`src/rtl/msend_arbiter.sv`:
```
// Round-robin arbiter feeding one 24-bit serializer from four request channels.
// Each transfer runs IDLE -> START -> WAIT_DONE -> GAP, then back to IDLE.
module msend_arbiter #(
  parameter int NCH     = 4,
  parameter int GAP_CYC = 8,
  parameter int TMO_CYC = 1023
) (
  input  logic                   clk,
  input  logic                   rstn,
  input  logic                   unit_en,
  input  logic [NCH-1:0]         req,
  input  logic [24*NCH-1:0]      req_data,
  output logic [NCH-1:0]         ack,
  output logic [NCH-1:0]         err,
  output logic                   send_start,
  output logic [23:0]            send_data,
  input  logic                   sending,
  input  logic                   send_done,
  output logic                   busy,
  output logic [$clog2(NCH)-1:0] grant_ch
);

  localparam int CW = $clog2(NCH);
  localparam logic [15:0] TMO_LAST = 16'(TMO_CYC - 1);
  localparam logic [7:0]  GAP_LAST = 8'(GAP_CYC - 1);

  typedef enum logic [1:0] {
    IDLE,
    START,
    WAIT_DONE,
    GAP
  } state_t;

  state_t         state;
  logic [15:0]    tmo_cnt;
  logic [7:0]     gap_cnt;
  logic [CW-1:0]  last_grant;
  logic [CW-1:0]  win;
  logic [CW-1:0]  idx;
  logic           win_vld;
  logic [NCH-1:0] gnt_oh;
  logic           unused_sending;

  assign unused_sending = sending;
  assign busy   = (state != IDLE);
  assign gnt_oh = NCH'(1) << grant_ch;

  // Search begins just after the previous winner and wraps.
  always_comb begin
    win     = '0;
    win_vld = 1'b0;
    idx     = '0;
    for (int i = 0; i < NCH; i++) begin
      idx = last_grant + CW'(i + 1);
      if (!win_vld && req[idx]) begin
        win     = idx;
        win_vld = 1'b1;
      end
    end
  end

  always_ff @(posedge clk) begin
    if (!rstn) begin
      state      <= IDLE;
      ack        <= '0;
      err        <= '0;
      send_start <= 1'b0;
      send_data  <= '0;
      grant_ch   <= '0;
      tmo_cnt    <= '0;
      gap_cnt    <= '0;
      last_grant <= CW'(NCH - 1);
    end else begin
      ack        <= '0;
      err        <= '0;
      send_start <= 1'b0;
      unique case (state)
        IDLE: begin
          if (unit_en && win_vld) begin
            grant_ch   <= win;
            last_grant <= win;
            send_data  <= req_data[int'(win)*24 +: 24];
            send_start <= 1'b1;
            state      <= START;
          end
        end
        START: begin
          tmo_cnt <= '0;
          state   <= WAIT_DONE;
        end
        WAIT_DONE: begin
          tmo_cnt <= tmo_cnt + 16'd1;
          // A done arriving on the timeout cycle wins.
          if (send_done) begin
            ack     <= gnt_oh;
            gap_cnt <= '0;
            state   <= GAP;
          end else if (tmo_cnt == TMO_LAST) begin
            ack     <= gnt_oh;
            err     <= gnt_oh;
            gap_cnt <= '0;
            state   <= GAP;
          end
        end
        GAP: begin
          if (gap_cnt == GAP_LAST) begin
            state <= IDLE;
          end else begin
            gap_cnt <= gap_cnt + 8'd1;
          end
        end
        default: state <= IDLE;
      endcase
    end
  end

endmodule

```
`config.mk`:
```
export PLATFORM = sky130hd
export DESIGN_NAME = msend_arbiter
export DESIGN_NICKNAME = d
export VERILOG_FILES = /design/src/rtl/msend_arbiter.sv
export SDC_FILE = /design/constraint.sdc
export NUM_CORES = 1
export LEC_CHECK = 0
export CORE_MARGIN = 4
export CORE_UTILIZATION = 23
export DETAILED_ROUTE_END_ITERATION = 8
export GPL_TIMING_DRIVEN = 1
export SYNTH_ARGS = -nofsm -noshare
export SYNTH_HDL_FRONTEND = slang
export SYNTH_SLANG_ARGS = --single-unit
export TNS_END_PERCENT = 10
```
`constraint.sdc`:
```
create_clock -name clk -period 1.8 [get_ports clk]
set_input_delay 0.18 -clock clk [delete_from_list [all_inputs] [get_ports clk]]
set_output_delay 0.18 -clock clk [all_outputs]
set_load 0.01 [all_outputs]
```
==> summary.md <==
| Metric | Value |
|---|---|
| Status | finished clean |
| Fin. max-slew vios | 0 |
| Highest routed metal layer | met4 |
| Core ar. | 14100 sq um |
| Initial Util | 0.2384 |
| Crit path DAT | 2.04 ns |
| Hold Fails Final Rpt | 0 |
| Period utilization | 0.9907 |
| Vias | 3626 |
| Ys flop type | dfxtp_1 |
| R2r setup slk | 0.02 ns |
| Comb pwr share | 0.419 |
| Yosys reg bits | 63 |
| Met2 routed wirelength | 5912 um |
| M1 WL | 4981 um |
| CTS tree | done |
| WP data required | 2.06 ns |
| Crit-path cells | ha_1, nand4bb_1, o41a_1, a21o_1, or3_1, a21oi_1 |
| Pwr dens | between 1000 and 1500 nW/um^2 |
| FF-to-FF End | state[1] |
| Max-cap violation count | 0 |
| Mapped Area | 3361 sq um |
| Register-to-Register Path Depth | 6 |
| Min cycle time layout | 1.783 ns |
| Setup crit end kind | register |
| Largest net degree at the start of global routing | 36 |
| Avg WL per Cell | 16.00 um |
| Worst min-delay path class | register to register |
| Critical path class | register to register |
| Count of final setup violators | 0 |
| Sw Ratio | 0.3236 |
| Cts hold-fix bufs | 0 |
| Number of synthesized flops with an enable pin | 0 |
| Startpoint Class | register |
| Leading cell type in the layout, fill and taps excluded | clkdlybuf4s50_1 |
| Die Height | approximately 130 um |
| Max clock buf depth | 2 |
| I/O pin total | ~140 |
| Post-synth cell types | 50 |
| Layout cells sized above 1 | 0.2038 |
| H-tree depth | 3 |
| Initial antenna violation count | 0 |
| Fin util | 0.4172 |
| Die footprint | approximately 17000 sq um |
| Num Clock Sinks | 63 |
| Max IR drop VDD | 0.0004481 V |
| Post-Route WL | 12150 um |
| Root Driver | clkbuf_16 |
| First-pass GRT wire length | 18570 um |
| Max FO, Critical Path | 3 |
| Critical path endpoint | state[1] |
| NetSw | 1967 uW |
| Commonest cells after routing, fill and taps aside | 137 x clkdlybuf4s50_1, 60 x dfxtp_1, 42 x buf_4 |
| Drt via density | 4.777 |
| Post-DP HPWL | 9447 um |
| Placer Congestion | 0.9077 |
| Num CTS Buffers | 9 |
| Pint | 4111 uW |
| Gr usage total | 0.1426 |
| Flop pwr share | 0.290 |
| Cell row count | 43 |
| Clock share of power | 0.291 |
| Fraction of registers with async set/reset | 0 |
| Synth top area share | 0.3753 |
| Hold Slack | 0.4854 ns |
| YS warnings | 0 |
| Post-layout nets | 685 |
| Vias in the first global route | 3804 |
| Total gr overflow | 0 |
| Worst-path clk slew | approximately 0.06 ns |
| FF-to-FF Start | gap_cnt[0] |
| Cells after Synth | 394 |
| Detailed Route Iter0 Violations | 105 |
| Area Overhead vs Synth | 74.98% |
| Worst Tran Pin Value | 0.5221 ns |
| Area contributors post-synth | dfxtp_1 38%, mux2i_1 7.4%, and3_1 5.6% |
| Worst-Skew Late Latency | roughly 0.33 ns |
| Cell taking the most area after synthesis | dfxtp_1 |
| DRT antenna net count | 0 |
| DRC Markers | 0 |
| Achievable frequency | 560.8 MHz |
| Register area share after synthesis | 0.3753 |
| WL met3 | around 1000 um |
| Die Width | 128.9 um |
| Slowest CP cell | o41a_1 |
| Pwr Total | 6077 uW |
| DR pass1 iterations | 4 |
| # port buffers | 139 |
| Crit. Startpoint | gap_cnt[0] |
| Layout Skew | 0.005776 ns |
| Worst path max stage delay | 0.38 ns |
| RSZ-0062 raised after global routing | true |
| Syn_nets | 505 |
| Max-slew headroom | 0.6508 |
| P_leak | 0.002250 uW |
| Mapped Avg Cell Area | 8.530 sq um |
| Hold Startpoint | send_data[2] |
| Antenna Cells | 0 |
[power by group through the flow]
stage                     Clock, uW  Combinational, uW  Sequential (uW)
final                          1770               2550             1760
after global routing           1880               2750             1780
after CTS                      1820               2360             1760
after detailed placement          0               2280             1780
after global placement            0               2250             1770
after floorplan                   0               1000             1850
[metal layers]
layer	vias up	global-route usage
li1	1800	-
met4	0	0.05930
met2	140	0.2405
met1	1669	0.1602
met3	17	0.05645
met5	-	0
[final cells by class]
class | instances | area [sq um]
Clock inverter | 5 | 56.30
Inverter | 10 | 37.54
Clock buffer | 11 | 252.7
Fill cell | 1412 | 8215
Tap cell | 180 | 225.2
Sequential cell | 63 | 1267
Multi-Input combinational cell | 301 | 2196
Timing Repair Buffer | 189 | 1846
[flip-flops by register name, indices dropped and copies added, names as in the netlist]
register    cells
err             4
state           2
send_data      24
gap_cnt         8
tmo_cnt        16
ack             4
send_start      1
last_grant      2
grant_ch        2
[critical path, delay by kind of cell (launching register included)]
kind | cells | cell delay (ns)
and+or+nand+nor | 2 | 0.48
adders and majority gates | 1 | 0.18
AOI/OAI and AO/OA | 3 | 0.72
DFF | 1 | 0.33
[worst min-delay path by stage]
stage | endpoint | cells after the start | slack, ns
floorplan | send_data[0] | 2 | 0.32
global placement | send_data[23] | 2 | 0.46
detailed placement | gap_cnt[7] | 2 | 0.48
CTS | send_data[2] | 2 | 0.49
global route | send_data[2] | 2 | 0.51
finish | send_data[2] | 2 | 0.49
[per-stage QoR]
step / TNS, ns / instances / setup slack (ns) / instance area, sq um
5_1_grt: -0.9157 / 759 / -0.08279 / 5881
6_report: 0 / 759 / 0.01668 / 5881
3_3_place_gp: -12.11 / 738 / -0.6202 / 5258
4_1_cts: -0.02165 / 756 / -0.01622 / 5635
2_1_floorplan: 0 / 394 / 0.04973 / 3361
3_5_place_dp: -14.14 / 738 / -0.7245 / 5258
[synthesized netlist by cell type, types with 2 or more instances]
library cell and count:
dfxtp_1 63, o21ai_0 37, nand2_1 31, and3_1 30, nor2_1 29, mux2i_1 25
a211oi_1 20, a21oi_1 16, a21boi_0 15, o211ai_1 14, clkbuf_1 13, inv_1 10
nand3_1 10, or3_1 10, xor2_1 9, ha_1 6, nand4_1 6, buf_2 4
buf_6 4, and2_1 3, nor2b_1 3, nor3_1 3, xnor2_1 3, nand2b_1 2
nor4_1 2, or4_1 2
[what timing repair did]
item / in CTS / in global routing
cloned: 0 / 2
pin swaps: 3 / 13
buffers inserted: 2 / 1
gates resized for setup: 14 / 59
setup endpoints to repair: 33 / 41
[cell families (layout without fill, tap and decap cells)]
family,count (synthesis),in the layout,share of synthesized area
flip-flops,63,63,0.3753
AND/OR/NAND/NOR,144,145,0.2293
adder cells (fa/ha/maj),6,6,0.02234
buffers and inverters,32,215,0.05101
AO/OA/AOI/OAI,112,113,0.2163
XOR/XNOR,12,12,0.03128
multiplexers,25,25,0.07446
Note: power is estimated with default switching activity, not from simulation.
